<file path="src/rtl/boot_pkg.sv">
// Shared definitions for the boot ROM overlay: FSM encoding, default
// address map constants and the boot-disable register read-back pattern.
package boot_pkg;

    // Default overlay base; only the bits above the overlay size are decoded.
    localparam logic [15:0] BootBaseDefault     = 16'h0000;
    // Overlay size as log2 bytes; must match the pROM depth.
    localparam int unsigned BootSizeLog2Default = 8;
    // Boot-disable register address.
    localparam logic [15:0] DisableAddrDefault  = 16'hFF50;

    // Upper seven bits returned when the boot-disable register is read.
    localparam logic [6:0]  RegReadbackHi       = 7'h7F;

    typedef enum logic [2:0] {
        StIdle,
        StRomRd,
        StRomData,
        StRegAck,
        StBusWait,
        StDone
    } boot_state_e;

endpackage

</file>
<file path="src/rtl/boot_rom_overlay.sv">
// Boot ROM overlay between the CPU memory port and the system bus.
// While boot mode is active, CPU reads of the low page are served from the
// external pROM; everything else is forwarded to the bus. A write with bit0=1
// to the disable register drops boot mode until the next reset.
module boot_rom_overlay
    import boot_pkg::*;
#(
    parameter logic [15:0] BOOT_BASE      = BootBaseDefault,
    parameter int unsigned BOOT_SIZE_LOG2 = BootSizeLog2Default,
    parameter logic [15:0] DISABLE_ADDR   = DisableAddrDefault
) (
    input  logic        clk,
    input  logic        reset_n,

    // CPU side
    input  logic        cpu_req,
    input  logic        cpu_we,
    input  logic [15:0] cpu_addr,
    input  logic [7:0]  cpu_wdata,
    output logic [7:0]  cpu_rdata,
    output logic        cpu_ack,

    // pROM side
    output logic [7:0]  rom_ad,
    output logic        rom_ce,
    output logic        rom_oce,
    output logic        rom_reset,
    input  logic [7:0]  rom_dout,

    // System bus side
    output logic        bus_req,
    output logic        bus_we,
    output logic [15:0] bus_addr,
    output logic [7:0]  bus_wdata,
    input  logic [7:0]  bus_rdata,
    input  logic        bus_ack,

    output logic        boot_active
);

    boot_state_e state_q, state_d;

    logic [7:0]  rdata_q, rdata_d;
    logic        boot_active_q, boot_active_d;
    logic        bus_req_q, bus_req_d;
    logic        bus_we_q, bus_we_d;
    logic [15:0] bus_addr_q, bus_addr_d;
    logic [7:0]  bus_wdata_q, bus_wdata_d;

    logic accept;
    logic overlay_hit;
    logic disable_hit;
    logic bus_done;

    // Decode the incoming request; only meaningful in the accept cycle.
    always_comb begin
        accept      = (state_q == StIdle) && cpu_req;
        // Writes never hit the overlay so mapper register writes reach the bus.
        overlay_hit = boot_active_q && !cpu_we &&
                      (cpu_addr[15:BOOT_SIZE_LOG2] == BOOT_BASE[15:BOOT_SIZE_LOG2]);
        disable_hit = (cpu_addr == DISABLE_ADDR);
        bus_done    = (state_q == StBusWait) && bus_ack;
    end

    // Next-state logic for the access sequencer.
    always_comb begin
        state_d = state_q;
        unique case (state_q)
            StIdle: begin
                if (cpu_req) begin
                    if (overlay_hit) begin
                        state_d = StRomRd;
                    end else if (disable_hit) begin
                        state_d = StRegAck;
                    end else begin
                        state_d = StBusWait;
                    end
                end
            end
            StRomRd:   state_d = StRomData;
            StRomData: state_d = StDone;
            StRegAck:  state_d = StDone;
            StBusWait: begin
                if (bus_ack) begin
                    state_d = StDone;
                end
            end
            // One idle cycle lets the CPU drop cpu_req before a new accept.
            StDone:    state_d = StIdle;
            default:   state_d = StIdle;
        endcase
    end

    // Next-state logic for read data, boot flag and the bus request registers.
    always_comb begin
        rdata_d       = rdata_q;
        boot_active_d = boot_active_q;
        bus_req_d     = bus_req_q;
        bus_we_d      = bus_we_q;
        bus_addr_d    = bus_addr_q;
        bus_wdata_d   = bus_wdata_q;

        if (accept && !overlay_hit) begin
            if (disable_hit) begin
                // Register read data is ready for the ack cycle that follows.
                if (!cpu_we) begin
                    rdata_d = {RegReadbackHi, ~boot_active_q};
                end
            end else begin
                bus_req_d   = 1'b1;
                bus_we_d    = cpu_we;
                bus_addr_d  = cpu_addr;
                bus_wdata_d = cpu_wdata;
            end
        end

        // pROM output is valid during StRomRd; capture it for the ack cycle.
        if (state_q == StRomRd) begin
            rdata_d = rom_dout;
        end

        // Sticky: only a reset brings boot mode back.
        if ((state_q == StRegAck) && cpu_we && cpu_wdata[0]) begin
            boot_active_d = 1'b0;
        end

        if (bus_done) begin
            bus_req_d = 1'b0;
            bus_we_d  = 1'b0;
            if (!bus_we_q) begin
                rdata_d = bus_rdata;
            end
        end
    end

    // State and datapath registers; reset abandons any bus transaction.
    always_ff @(posedge clk or negedge reset_n) begin
        if (!reset_n) begin
            state_q       <= StIdle;
            rdata_q       <= 8'h00;
            boot_active_q <= 1'b1;
            bus_req_q     <= 1'b0;
            bus_we_q      <= 1'b0;
            bus_addr_q    <= 16'h0000;
            bus_wdata_q   <= 8'h00;
        end else begin
            state_q       <= state_d;
            rdata_q       <= rdata_d;
            boot_active_q <= boot_active_d;
            bus_req_q     <= bus_req_d;
            bus_we_q      <= bus_we_d;
            bus_addr_q    <= bus_addr_d;
            bus_wdata_q   <= bus_wdata_d;
        end
    end

    // Output drive: pROM strobe in the accept cycle, single ack per access.
    always_comb begin
        rom_ce    = accept && overlay_hit;
        rom_ad    = rom_ce ? cpu_addr[7:0] : 8'h00;
        rom_oce   = 1'b1;
        rom_reset = ~reset_n;

        // Bus completions ack in the bus_ack cycle, so pass the data through.
        cpu_ack   = (state_q == StRomData) || (state_q == StRegAck) || bus_done;
        cpu_rdata = (bus_done && !bus_we_q) ? bus_rdata : rdata_q;

        bus_req     = bus_req_q;
        bus_we      = bus_we_q;
        bus_addr    = bus_addr_q;
        bus_wdata   = bus_wdata_q;
        boot_active = boot_active_q;
    end

endmodule
</file>
<file path="config.mk">
export PLATFORM = sky130hd
export DESIGN_NAME = boot_rom_overlay
export DESIGN_NICKNAME = d
export VERILOG_FILES = /design/src/rtl/boot_pkg.sv /design/src/rtl/boot_rom_overlay.sv
export SDC_FILE = /design/constraint.sdc
export NUM_CORES = 1
export LEC_CHECK = 0
export BUFFER_PORTS_ARGS = -buffer_cell sky130_fd_sc_hd__buf_2
export CORE_MARGIN = 2
export CORE_UTILIZATION = 45
export CTS_BUF_LIST = sky130_fd_sc_hd__clkbuf_16
export CTS_CLUSTER_DIAMETER = 80
export DETAILED_ROUTE_END_ITERATION = 8
export PLACE_DENSITY = 0.75
export SETUP_SLACK_MARGIN = 0.05
export SLEW_MARGIN = 20
export SYNTH_ARGS = -nofsm -noshare
export SYNTH_HDL_FRONTEND = slang
export SYNTH_SLANG_ARGS = --single-unit
</file>
<file path="constraint.sdc">
create_clock -name clk -period 6.2 [get_ports clk]
set_input_delay 0.62 -clock clk [delete_from_list [all_inputs] [get_ports clk]]
set_output_delay 0.62 -clock clk [all_outputs]
set_load 0.02 [all_outputs]
</file>
; After elaboration in Yosys (flattened, before gate mapping)
; Cells that the tools add are included.
[totals]
elab_cells = 58
output_inout_bits = 47
input_bits = 45
reg_bits = 38
[classes]
reduce_logical = 21
n_eq_ne = 8
n_bitwise = 3
muxes = 19
[ops]
columns = operator, n
row1 = $mux 8, 8
row2 = $eq 16x16->1 const B, 1
row3 = $mux 3, 4
row4 = $pmux 3 s4, 1
row5 = $logic_and 1x1->1, 9
row6 = $logic_not 8->1, 1
row7 = $eq 3x2->1 const B, 2
row8 = $mux 1, 6
row9 = $reduce_and 2->1, 3
row10 = $ne 2x2->1 const B, 2
row11 = $eq 3x1->1 const B, 1
row12 = $eq 3x3->1 const B, 1
row13 = $logic_not 1->1, 3
row14 = $logic_not 3->1, 1
row15 = $not 1->1, 3
row16 = $logic_or 1x1->1, 2
row17 = $ne 2x1->1 const B, 1
row18 = $reduce_bool 2->1, 1
row19 = $reduce_or 2->1, 1

; Logic depth before layout (Yosys ltp)
; Gate-level depths: netlist (run 1).
[depth]
depth_word = 9
ltp_mapped = 7
ltp_nobuf = 4

; Worst setup path after synthesis (run 1)
; No wires, ideal clock.
[synth_timing]
path_type = input -> output
startpoint = in cpu_we
endpoint = out rom_ad[0]
arrival_time_ns = 1.863
setup_slack_ns = 3.717
required_ns = 5.580
n_path_buf = 0
cell_stages = 4
path_cell_list = nor4b_1 nand4_1 nor2_1 and2_1
[synth_via]
elab_chain_cells = 5
[synth_lines]
columns = element, line
row1 = start: declaration, boot_rom_overlay.sv:17  ; input logic cpu_we,
row2 = $logic_not 1->1, -
row3 = $logic_and 1x1->1 (2 in series), boot_rom_overlay.sv:59  ; overlay_hit = boot_active_q && !cpu_we &&
row4 = $logic_and 1x1->1, boot_rom_overlay.sv:159  ; rom_ce = accept && overlay_hit;
row5 = via rom_ce, boot_rom_overlay.sv:25  ; output logic rom_ce,
row6 = $mux 8, boot_rom_overlay.sv:160  ; rom_ad = rom_ce ? cpu_addr[7:0] : 8'h00;
row7 = end: declaration, boot_rom_overlay.sv:24  ; output logic [7:0] rom_ad,
; The timed path passes the listed nets, and every way through them passes these cells.

; Worst setup path in the final report (run 1)
[layout_timing]
startpoint = reg state_q[0]
endpoint = out cpu_rdata[3]
[layout_via]
elab_chain_cells = 4
[layout_lines]
columns = element, line
row1 = start: declaration, boot_rom_overlay.sv:41  ; boot_state_e state_q, state_d;
row2 = start signal: assignment, boot_rom_overlay.sv:139  ; state_q <= StIdle;
row3 = start signal: assignment, boot_rom_overlay.sv:147  ; state_q <= state_d;
row4 = $eq 3x3->1, boot_rom_overlay.sv:62  ; bus_done = (state_q == StBusWait) && bus_ack;
row5 = $logic_and 1x1->1, boot_rom_overlay.sv:62
row6 = $logic_and 1x1->1, boot_rom_overlay.sv:166  ; cpu_rdata = (bus_done && !bus_we_q) ? bus_rdata : rdata_q;
row7 = $mux 8, boot_rom_overlay.sv:166
row8 = end: declaration, boot_rom_overlay.sv:20  ; output logic [7:0] cpu_rdata,
; No other way between the ends.

==> results of run 1 <==
[registers in the layout, summed over array words and instances, names as in the netlist]
signal	cells
bus_addr	16
bus_wdata	8
rdata_q	8
state_q	3
boot_active	1
bus_req	1
bus_we	1
[metal layers]
metal | share of wire | global-route usage | routed length, um | vias to the layer above
li1 | - | - | - | 774
met1 | 0.46 | 0.239 | 1960 | 749
met2 | 0.46 | 0.271 | 1980 | 63
met3 | 0.072 | 0.0526 | 309 | 8
met4 | 0.013 | 0.0784 | 54 | 0
met5 | 0 | 0 | 0 | -
[metrics by stage]
stage | std cells | utilization | setup WS (ps) | power (mW) | hold slack [ps]
6_report | 309 | 0.635 | 3500 | 1.42 | 437
5_1_grt | 309 | 0.635 | 3280 | 1.51 | 495
3_5_place_dp | 301 | 0.588 | 3380 | 1.11 | 464
4_1_cts | 309 | 0.635 | 3500 | 1.44 | 469
3_3_place_gp | 301 | 0.588 | 3420 | 1.10 | 464
2_1_floorplan | 168 | - | 3720 | 0.924 | 324
[worst max path at each step]
stage	start	end	cells past startpoint
final	state_q[0]$_DFFE_PN0P_	cpu_rdata[3]	5
after global routing	boot_active$_DFFE_PN1P_	rom_ad[4]	5
after CTS	boot_active$_DFFE_PN1P_	rom_ad[4]	5
after detailed placement	cpu_addr[0]	bus_addr[9]$_DFFE_PN0P_	7
after global placement	cpu_addr[0]	bus_addr[10]$_DFFE_PN0P_	7
after floorplan	cpu_we	rom_ad[0]	4
[cell families after synthesis]
group	count (synthesis)	share of synthesized area
other	1	0.00196
multiplexers	25	0.182
buffers and inverters	12	0.0419
AND/OR/NAND/NOR	61	0.176
flip-flops	38	0.499
AO/OA/AOI/OAI	31	0.0996
[report_power, final]
group / internal, mW / switching, mW / total [mW]
combinational: 0.290 / 0.358 / 0.648
sequential: 0.374 / 0.0802 / 0.454
clock: 0.229 / 0.0931 / 0.322
[area by class of cell]
class / instances / area share
Clock inverter: 3 / 0.0250
Timing Repair Buffer: 92 / 0.182
Clock buffer: 5 / 0.0489
Multi-Input combinational cell: 118 / 0.343
Tap cell: 50 / 0.0245
Inverter: 3 / 0.00440
Sequential cell: 38 / 0.372
[layout by cell type, fill, tap and decap left out, types with 2 or more instances in the layout]
| cell type | netlist | layout |
|---|---|---|
| buf_2 | 1 | 90 |
| dfrtp_1 | 37 | 37 |
| nand2_1 | 25 | 25 |
| mux2_4 | 18 | 18 |
| o21ai_0 | 16 | 16 |
| a211oi_1 | 8 | 8 |
| and2_1 | 8 | 8 |
| nor2_1 | 6 | 6 |
| mux2_2 | 6 | 6 |
| clkbuf_16 | 0 | 5 |
| nand4_1 | 3 | 3 |
| nor3b_1 | 3 | 3 |
| inv_1 | 3 | 3 |
| or4b_1 | 2 | 2 |
| nor4b_1 | 2 | 2 |
| nand3_1 | 2 | 2 |
| bufinv_16 | 0 | 2 |
| buf_4 | 1 | 2 |
==> flow_metrics.env, run 1 <==
export IMPL_drt_pass1_iterations=4
export IMPL_gr_usage_all_layers=0.179
export IMPL_rows=23
export IMPL_synthTopCellsByCount="37 x dfrtp_1, 25 x nand2_1, 18 x mux2_4"
export IMPL_share_of_the_synthesized_area_in_the_top_cell_type=0.485
export IMPL_die_area_mm2=0.00478
export IMPL_synthMostInstantiatedCell="dfrtp_1"
export IMPL_dpl_cell_area_mm2=0.00237
export IMPL_initial_utilization=0.474
export IMPL_io_buffer_count=90
export IMPL_ys_flop_type="dfrtp_1"
export IMPL_post_cts_buffers=0
export IMPL_critical_path_cell_list="nand4bb_1 -> nor2_1 -> nand2_1 -> nand2_1 -> buf_2"
export IMPL_max_vdd_ir_drop_mv=0.335
export IMPL_synthesis_area_per_instance_um2=11.4
export IMPL_synth_nets=213
export IMPL_clk_pin_slew_ps=50
export IMPL_timing_final_crit_share=0.436
export IMPL_area_of_the_multi_input_gates_um2=877
export IMPL_run_status="completed"
export IMPL_post_synth_inst_count=168
export IMPL_power_density_mw_per_mm2=557
export IMPL_route_detailed_wl_per_inst_um=14.0
export IMPL_grt_max_degree=40
export IMPL_grt_setup_unrepaired="false"
export IMPL_htreeDepth=2
export IMPL_tritoncts_num_sinks=38
export IMPL_syn2layout_area_growth_pct=33.9
export IMPL_max_cap_violations=0
export IMPL_worst_setup_path_end_kind="output pin"
export IMPL_count_of_cells_resized_by_post_cts_repair=0
export IMPL_detailedPlacementHpwl_mm=3.15
export IMPL_top_level_ports=92
export IMPL_worst_slew_pin_slew_ps=959
export IMPL_cp_top_family="simple AND/OR/NAND/NOR gates"
export IMPL_synth_edff_count=0
export IMPL_drtAntennaViolNets=0
export IMPL_slowest_delay_ps=540
export IMPL_worst_skew_pair_late_latency_ps=280
export IMPL_cts_max_path_buffers=2
export IMPL_floorplan_die_height_um=69.1
export IMPL_drc_violations_left=0
export IMPL_fin_setup_tns_ps=0
export IMPL_yosysTopAreaCell="dfrtp_1"
export IMPL_critPathMaxFanout=8
export IMPL_design_core_area_mm2=0.00403
export IMPL_fin_skew_ps=4.68
export IMPL_cts_hold_repair_buffers=0
export IMPL_hold_viol_final=0
export IMPL_finish_instance_area_mm2=0.00256
export IMPL_gp_routability_congestion=0.775
export IMPL_finalSetupViolations=0
export IMPL_async_s_r_ff_share_synth=1.00
export IMPL_timing_critical_path_mode_cell="nand2_1"
export IMPL_tritoncts="done"
export IMPL_yosys_warnings=0
export IMPL_post_route_cells_drive_above_1_share=0.490
export IMPL_timing_rr_end="bus_wdata[1]$_DFFE_PN0P_"
export IMPL_grt_pass1_wl_mm=6.91
export IMPL_filler_cell_count=338
export IMPL_crit_arrival_ps=2080
export IMPL_drtIter0Drc=71
export IMPL_numCtsBuffers=5
export IMPL_routed_via_density=5.16
export IMPL_p_leak_nw=1.34
export IMPL_synth_cell_area_mm2=0.00191
export IMPL_ff2ff_path_depth=4
export IMPL_count_of_buffering_cells_on_the_critical_path_with_inverters_included=1
export IMPL_seq_area_um2=952
export IMPL_worst_ep_required_time_ps=5580
export IMPL_timing_fmax_mhz=370
export IMPL_share_of_synthesized_area_occupied_by_flip_flops_and_latches=0.499
export IMPL_finalMaxSlewViolations=0
export IMPL_die_width_um=69.1
export IMPL_post_synth_main_area_contributors="dfrtp_1 48%, mux2_4 14%, nand2_1 4.9%"
export IMPL_dr_total_vias=1594
export IMPL_routed_wl_mm=4.31
export IMPL_finish_net_count=303
export IMPL_worst_setup_path_type="reg -> out"
export IMPL_cp_startpoint_kind="flip-flop"
export IMPL_worstReg2RegStart="state_q[0]$_DFFE_PN0P_"
export IMPL_slew_limit_headroom=0.359
export IMPL_yosys_cell_types_count=38
export IMPL_hold_class="in -> async"
export IMPL_regToRegSetupSlack_ps=4100
export IMPL_antenna_found_initial=0
export IMPL_number_of_global_route_vias_before_repair=1509
export IMPL_clockRootBuffer="clkbuf_16"
export IMPL_critPathSlowestCell="nor2_1"
export IMPL_n_antenna_cell=0
export IMPL_period_minus_slack_ps=2700
export IMPL_globalRouteOverflowTotal=0
export IMPL_ys_ff_latch=38
No activity file was read; power rests on OpenSTA's default activity.
==> inputs of run 2 (changes only) <==
CORE_UTILIZATION = 41   (was 45)
PLACE_DENSITY = 0.72   (was 0.75)
clock period = 2.23 ns   (was 6.2 ns; I/O delays follow)
==> run 2 against run 1 <==
  * Critical path type unchanged
  * Clock skew is essentially flat
  * Worst hold slack lost 400 ps
  * Critical endpoint is now rom_ad[6]
  * Design area grew 1.5%
  * Setup slack lost 3400 ps
  * Clock-buffer cell count is the same
  * Combinational power grew to 3.0 times the previous value
  * Clock power grew 100%
  * Sequential power grew to 2.7 times the previous value
  * Sequential share of layout area shrank 0.51 points
==> flow_metrics.env, run 2 (same netlist as run 1, synthesis figures left out) <==
export IMPL_run_status="completed"
export IMPL_cts_max_path_buffers=2
export IMPL_syn2layout_area_growth_pct=36.0
export IMPL_dpl_cell_area_mm2=0.00244
export IMPL_post_place_ws_ps=108
export IMPL_post_route_cells_drive_above_1_share=0.515
export IMPL_worst_setup_path_end_kind="output pin"
export IMPL_seqPwrFrac=0.323
export IMPL_top_signal_layer_used="met4"
export IMPL_rows=24
export IMPL_routed_met3_length_um=205
export IMPL_finalSetupViolations=0
export IMPL_fin_setup_tns_ps=0
export IMPL_htreeDepth=2
export IMPL_design_core_area_mm2=0.00441
export IMPL_route_detailed_wl_per_inst_um=15.0
export IMPL_finish_net_count=312
export IMPL_io_buffer_count=90
export IMPL_crit_arrival_ps=1880
export IMPL_placedCellCount=312
export IMPL_top_level_ports=92
export IMPL_cp_startpoint_kind="flip-flop"
export IMPL_drt_pass1_iterations=4
export IMPL_die_width_um=72.2
export IMPL_count_of_cells_resized_by_post_cts_repair=0
export IMPL_share_comb_of_total_power=0.508
export IMPL_number_of_global_route_vias_before_repair=1603
export IMPL_n_antenna_cell=0
export IMPL_mostFrequentLayoutCell="buf_2"
export IMPL_antenna_found_initial=0
export IMPL_dr_total_vias=1628
export IMPL_critPathSlowestCell="or4b_4"
export IMPL_routed_wl_mm=4.78
export IMPL_initial_utilization=0.433
export IMPL_post_cts_buffers=0
export IMPL_tritoncts="done"
export IMPL_drtAntennaViolNets=0
export IMPL_max_cap_violations=0
export IMPL_p_leak_nw=1.37
export IMPL_area_of_the_multi_input_gates_um2=897
export IMPL_power_total_mw=3.81
export IMPL_detailedPlacementHpwl_mm=3.62
export IMPL_gr_usage_all_layers=0.188
export IMPL_grt_pass1_wl_mm=7.61
export IMPL_numCtsBuffers=5
export IMPL_instances_no_fill=320
export IMPL_max_vdd_ir_drop_mv=0.765
export IMPL_fin_skew_ps=4.20
export IMPL_max_ffs_per_register=16
export IMPL_timing_final_crit_share=0.943
export IMPL_critPathMaxFanout=9
export IMPL_layout_setup_ws_ps=128
export IMPL_drc_violations_left=0
export IMPL_period_minus_slack_ps=2100
export IMPL_detail_route_wirelength_met1_mm=2.07
export IMPL_grt_max_degree=39
export IMPL_timing_fmax_mhz=476
export IMPL_slowest_delay_ps=570
export IMPL_tritoncts_num_sinks=38
export IMPL_power_density_mw_per_mm2=1470
export IMPL_worst_setup_path_type="reg -> out"
export IMPL_hold_viol_final=0
export IMPL_grt_setup_unrepaired="false"
export IMPL_p_int_mw=2.32
export IMPL_filler_cell_count=397
export IMPL_routed_via_density=5.09
export IMPL_critical_path_cell_list="or4b_4 -> nor2_1 -> buf_4 -> and2_1 -> buf_2"
export IMPL_finalMaxSlewViolations=0
export IMPL_hold_worst_slack_ps=38.9
export IMPL_power_clock_fraction=0.169
export IMPL_drtIter0Drc=84
export IMPL_most_frequent_cells_in_the_layout="90 x buf_2, 36 x dfrtp_1, 25 x nand2_1"
export IMPL_finish_instance_area_mm2=0.00260
export IMPL_slew_limit_headroom=0.356
export IMPL_share_of_total_power_consumed_by_net_switching=0.392
export IMPL_die_area_mm2=0.00522
export IMPL_worst_slew_pin_slew_ps=964
export IMPL_gp_routability_congestion=0.769
export IMPL_worst_ep_required_time_ps=2010
export IMPL_floorplan_die_height_um=72.2
export IMPL_hold_class="in -> async"
export IMPL_met2RoutedLength_mm=2.48
export IMPL_seq_area_um2=953
export IMPL_globalRouteOverflowTotal=0
export IMPL_finalCoreUtilization=0.588
export IMPL_worst_skew_pair_late_latency_ps=270
export IMPL_clockRootBuffer="clkbuf_16"
export IMPL_cts_hold_repair_buffers=0
export IMPL_power_switching_mw=1.49
export IMPL_clk_pin_slew_ps=50
-- run 2: area by class of cell --
cell class                 instances  area share
sequential                        38       0.367
clock buffer                       5      0.0482
multi-input combinational        118       0.346
tap                               52      0.0251
inverter                           3     0.00434
timing repair buffer             101       0.205
clock inverter                     3     0.00434
-- run 2: layer usage --
layer,vias up,global-route usage
li1,795,-
met5,-,0
met4,0,0.0608
met3,2,0.0417
met1,798,0.237
met2,33,0.322
-- run 2: power by group through the flow --
stage	Clock (mW)	Combinational, mW	Sequential, mW
floorplan	0	1.04	1.52
global placement	0	1.91	1.22
detailed placement	0	1.94	1.23
CTS	0.662	1.95	1.23
global route	0.695	2.08	1.28
finish	0.645	1.93	1.23
-- run 2: worst max-delay path: cells and delay by family, from the launching register on --
kind / cells / cell delay (ps)
simple gates: 3 / 840
flops: 1 / 440
buf+inv: 2 / 320
-- run 2: path summary, 6_finish.rpt --
check | start | end | slack [ps] | cells after the start
max | state_q[1]$_DFFE_PN0P_ | rom_ad[6] | 130 | 5
min | reset_n | rdata_q[1]$_DFF_PN0_ | 40 | 2
max reg2reg | state_q[1]$_DFFE_PN0P_ | bus_wdata[4]$_DFFE_PN0P_ | 170 | 4
min reg2reg | boot_active$_DFFE_PN1P_ | boot_active$_DFFE_PN1P_ | 480 | 1
max in group asynchronous | reset_n | state_q[1]$_DFFE_PN0P_ | 1820 | 2
min in group clk | cpu_wdata[2] | bus_wdata[2]$_DFFE_PN0P_ | 180 | 2
==> inputs of run 3 (changes only) <==
CORE_UTILIZATION = 43   (was 41)
CTS_BUF_LIST = sky130_fd_sc_hd__clkbuf_4   (was sky130_fd_sc_hd__clkbuf_16)
PLACE_DENSITY = 0.75   (was 0.72)
==> run 3 against run 2 <==
  * Design area rose by 0.67%
  * Clock power shrank 47%
  * Via count rose by 2.0%
  * Sequential power is essentially flat
  * Clock-buffer cell count stayed put
  * Non-clock buffer count rose by 5
  * First-iteration DRC count grew 32%
==> flow_metrics.env, run 3 (same netlist as run 1, synthesis figures left out) <==
export IMPL_tritoncts="done"
export IMPL_number_of_global_route_vias_before_repair=1564
export IMPL_grt_pass1_wl_mm=7.40
export IMPL_cp_top_family="simple AND/OR/NAND/NOR gates"
export IMPL_slowest_delay_ps=560
export IMPL_top_level_ports=92
export IMPL_placedCellCount=312
export IMPL_max_ffs_per_register=16
export IMPL_fin_skew_ps=21.2
export IMPL_cp_startpoint_kind="flip-flop"
export IMPL_drc_violations_left=0
export IMPL_regToRegSetupSlack_ps=150
export IMPL_count_of_buffering_cells_on_the_critical_path_with_inverters_included=2
export IMPL_mostFrequentLayoutCell="buf_2"
export IMPL_htreeDepth=2
export IMPL_rows=24
export IMPL_run_status="completed"
export IMPL_timing_fmax_mhz=479
export IMPL_drtAntennaViolNets=0
export IMPL_timing_final_crit_share=0.937
export IMPL_worst_slew_pin_slew_ps=933
export IMPL_die_area_mm2=0.00499
export IMPL_finalSetupViolations=0
export IMPL_worst_ep_required_time_ps=2010
export IMPL_syn2layout_area_growth_pct=36.9
export IMPL_critPathMaxFanout=5
export IMPL_max_vdd_ir_drop_mv=0.642
export IMPL_dpl_cell_area_mm2=0.00246
export IMPL_filler_cell_count=400
export IMPL_clockRootBuffer="clkbuf_4"
export IMPL_routed_wl_mm=4.69
export IMPL_worstReg2RegStart="state_q[1]$_DFFE_PN0P_"
export IMPL_design_core_area_mm2=0.00432
export IMPL_antenna_found_initial=0
export IMPL_tritoncts_num_sinks=38
export IMPL_finalMaxSlewViolations=0
export IMPL_fin_setup_tns_ps=0
export IMPL_post_route_cells_drive_above_1_share=0.527
export IMPL_instances_no_fill=325
export IMPL_crit_path_start="boot_active$_DFFE_PN1P_"
export IMPL_route_detailed_wl_per_inst_um=14.4
export IMPL_slew_limit_headroom=0.377
export IMPL_crit_arrival_ps=1870
export IMPL_detailedPlacementHpwl_mm=3.50
export IMPL_hold_viol_final=0
export IMPL_p_leak_nw=1.37
export IMPL_post_place_ws_ps=15.2
export IMPL_critPathSlowestCell="dfstp_2"
export IMPL_seq_area_um2=952
export IMPL_routed_via_density=5.11
export IMPL_period_minus_slack_ps=2090
export IMPL_finish_instance_area_mm2=0.00261
export IMPL_die_width_um=70.6
export IMPL_layout_setup_ws_ps=141
export IMPL_globalRouteOverflowTotal=0
export IMPL_grt_max_degree=39
export IMPL_most_frequent_cells_in_the_layout="86 x buf_2, 37 x dfrtp_1, 25 x nand2_1"
export IMPL_worst_setup_path_type="reg -> out"
export IMPL_finish_net_count=317
export IMPL_area_of_the_multi_input_gates_um2=923
export IMPL_drt_pass1_iterations=4
export IMPL_worstHoldStart="bus_rdata[7]"
export IMPL_io_buffer_count=90
export IMPL_critical_path_cell_list="nor4b_4 -> nand4_1 -> nor2_4 -> buf_4 -> and2_1 -> buf_2"
export IMPL_n_antenna_cell=0
export IMPL_cts_max_path_buffers=2
export IMPL_hold_class="in -> reg"
export IMPL_worst_skew_pair_late_latency_ps=340
export IMPL_gp_routability_congestion=0.771
export IMPL_finalCoreUtilization=0.604
export IMPL_power_density_mw_per_mm2=1360
export IMPL_clk_pin_slew_ps=130
export IMPL_max_cap_violations=0
export IMPL_grt_setup_unrepaired="true"
export IMPL_dr_total_vias=1660
export IMPL_floorplan_die_height_um=70.6
export IMPL_drtIter0Drc=111
export IMPL_worst_setup_path_end_kind="output pin"
export IMPL_initial_utilization=0.442
export IMPL_numCtsBuffers=5
export IMPL_gr_usage_all_layers=0.187
## run 3: cell count changes in the layout (fill, tap and decap cells not counted), sizes merged
cell         previous run  this run
buf                   101       105
clkinv                  0         2
clkinvlp                0         1
inv                     6         3
dlygate4sd3             0         1
## run 3: area by class of cell
class,count,share of cell area
timing repair buffer,106,0.233
tap,52,0.0249
sequential,38,0.364
clock inverter,3,0.00622
inverter,3,0.00431
multi-input combinational,118,0.353
clock buffer,5,0.0144
## run 3: report_power, final
group	internal [mW]	total, mW	switching, mW
combinational	0.920	1.99	1.07
clock	0.117	0.345	0.228
sequential	1.03	1.22	0.182
## run 3: layer usage
layer	wire, um	GRT usage
met2	2460	0.312
met4	43	0.0629
met5	0	0
met1	1950	0.243
met3	239	0.0413
## run 3: metrics by stage
stage / hold slack (ps) / total power [mW]
after floorplan: -72.6 / 2.57
after global placement: 333 / 3.15
after detailed placement: 340 / 3.20
after CTS: 90.6 / 3.56
after global routing: 80.8 / 3.79
final: 99.3 / 3.55
## run 3: final timing paths
| check | end | cells after the start |
|---|---|---|
| max | rom_ad[4] | 6 |
| min | rdata_q[7]$_DFF_PN0_ | 3 |
| max reg2reg | bus_addr[4]$_DFFE_PN0P_ | 4 |
| min reg2reg | boot_active$_DFFE_PN1P_ | 1 |
| max in group asynchronous | boot_active$_DFFE_PN1P_ | 3 |
| min in group asynchronous | rdata_q[4]$_DFF_PN0_ | 3 |
## run 3: worst reg2reg max path, delay by kind of cell (launching register included)
family | cells | cell delay, ps
mux | 1 | 300
flops | 1 | 400
buf+inv | 1 | 200
simple gates | 2 | 1050
## run 3: timing repair
| action | in CTS | in global routing |
|---|---|---|
| buffers inserted | 0 | 3 |
| hold buffers | 1 | 0 |
| resized for setup | 3 | 10 |
| gates cloned | 0 | 1 |
| endpoints found under the setup margin | 3 | 9 |
| hold endpoints to repair | 37 | 0 |
| pin swaps | 0 | 2 |
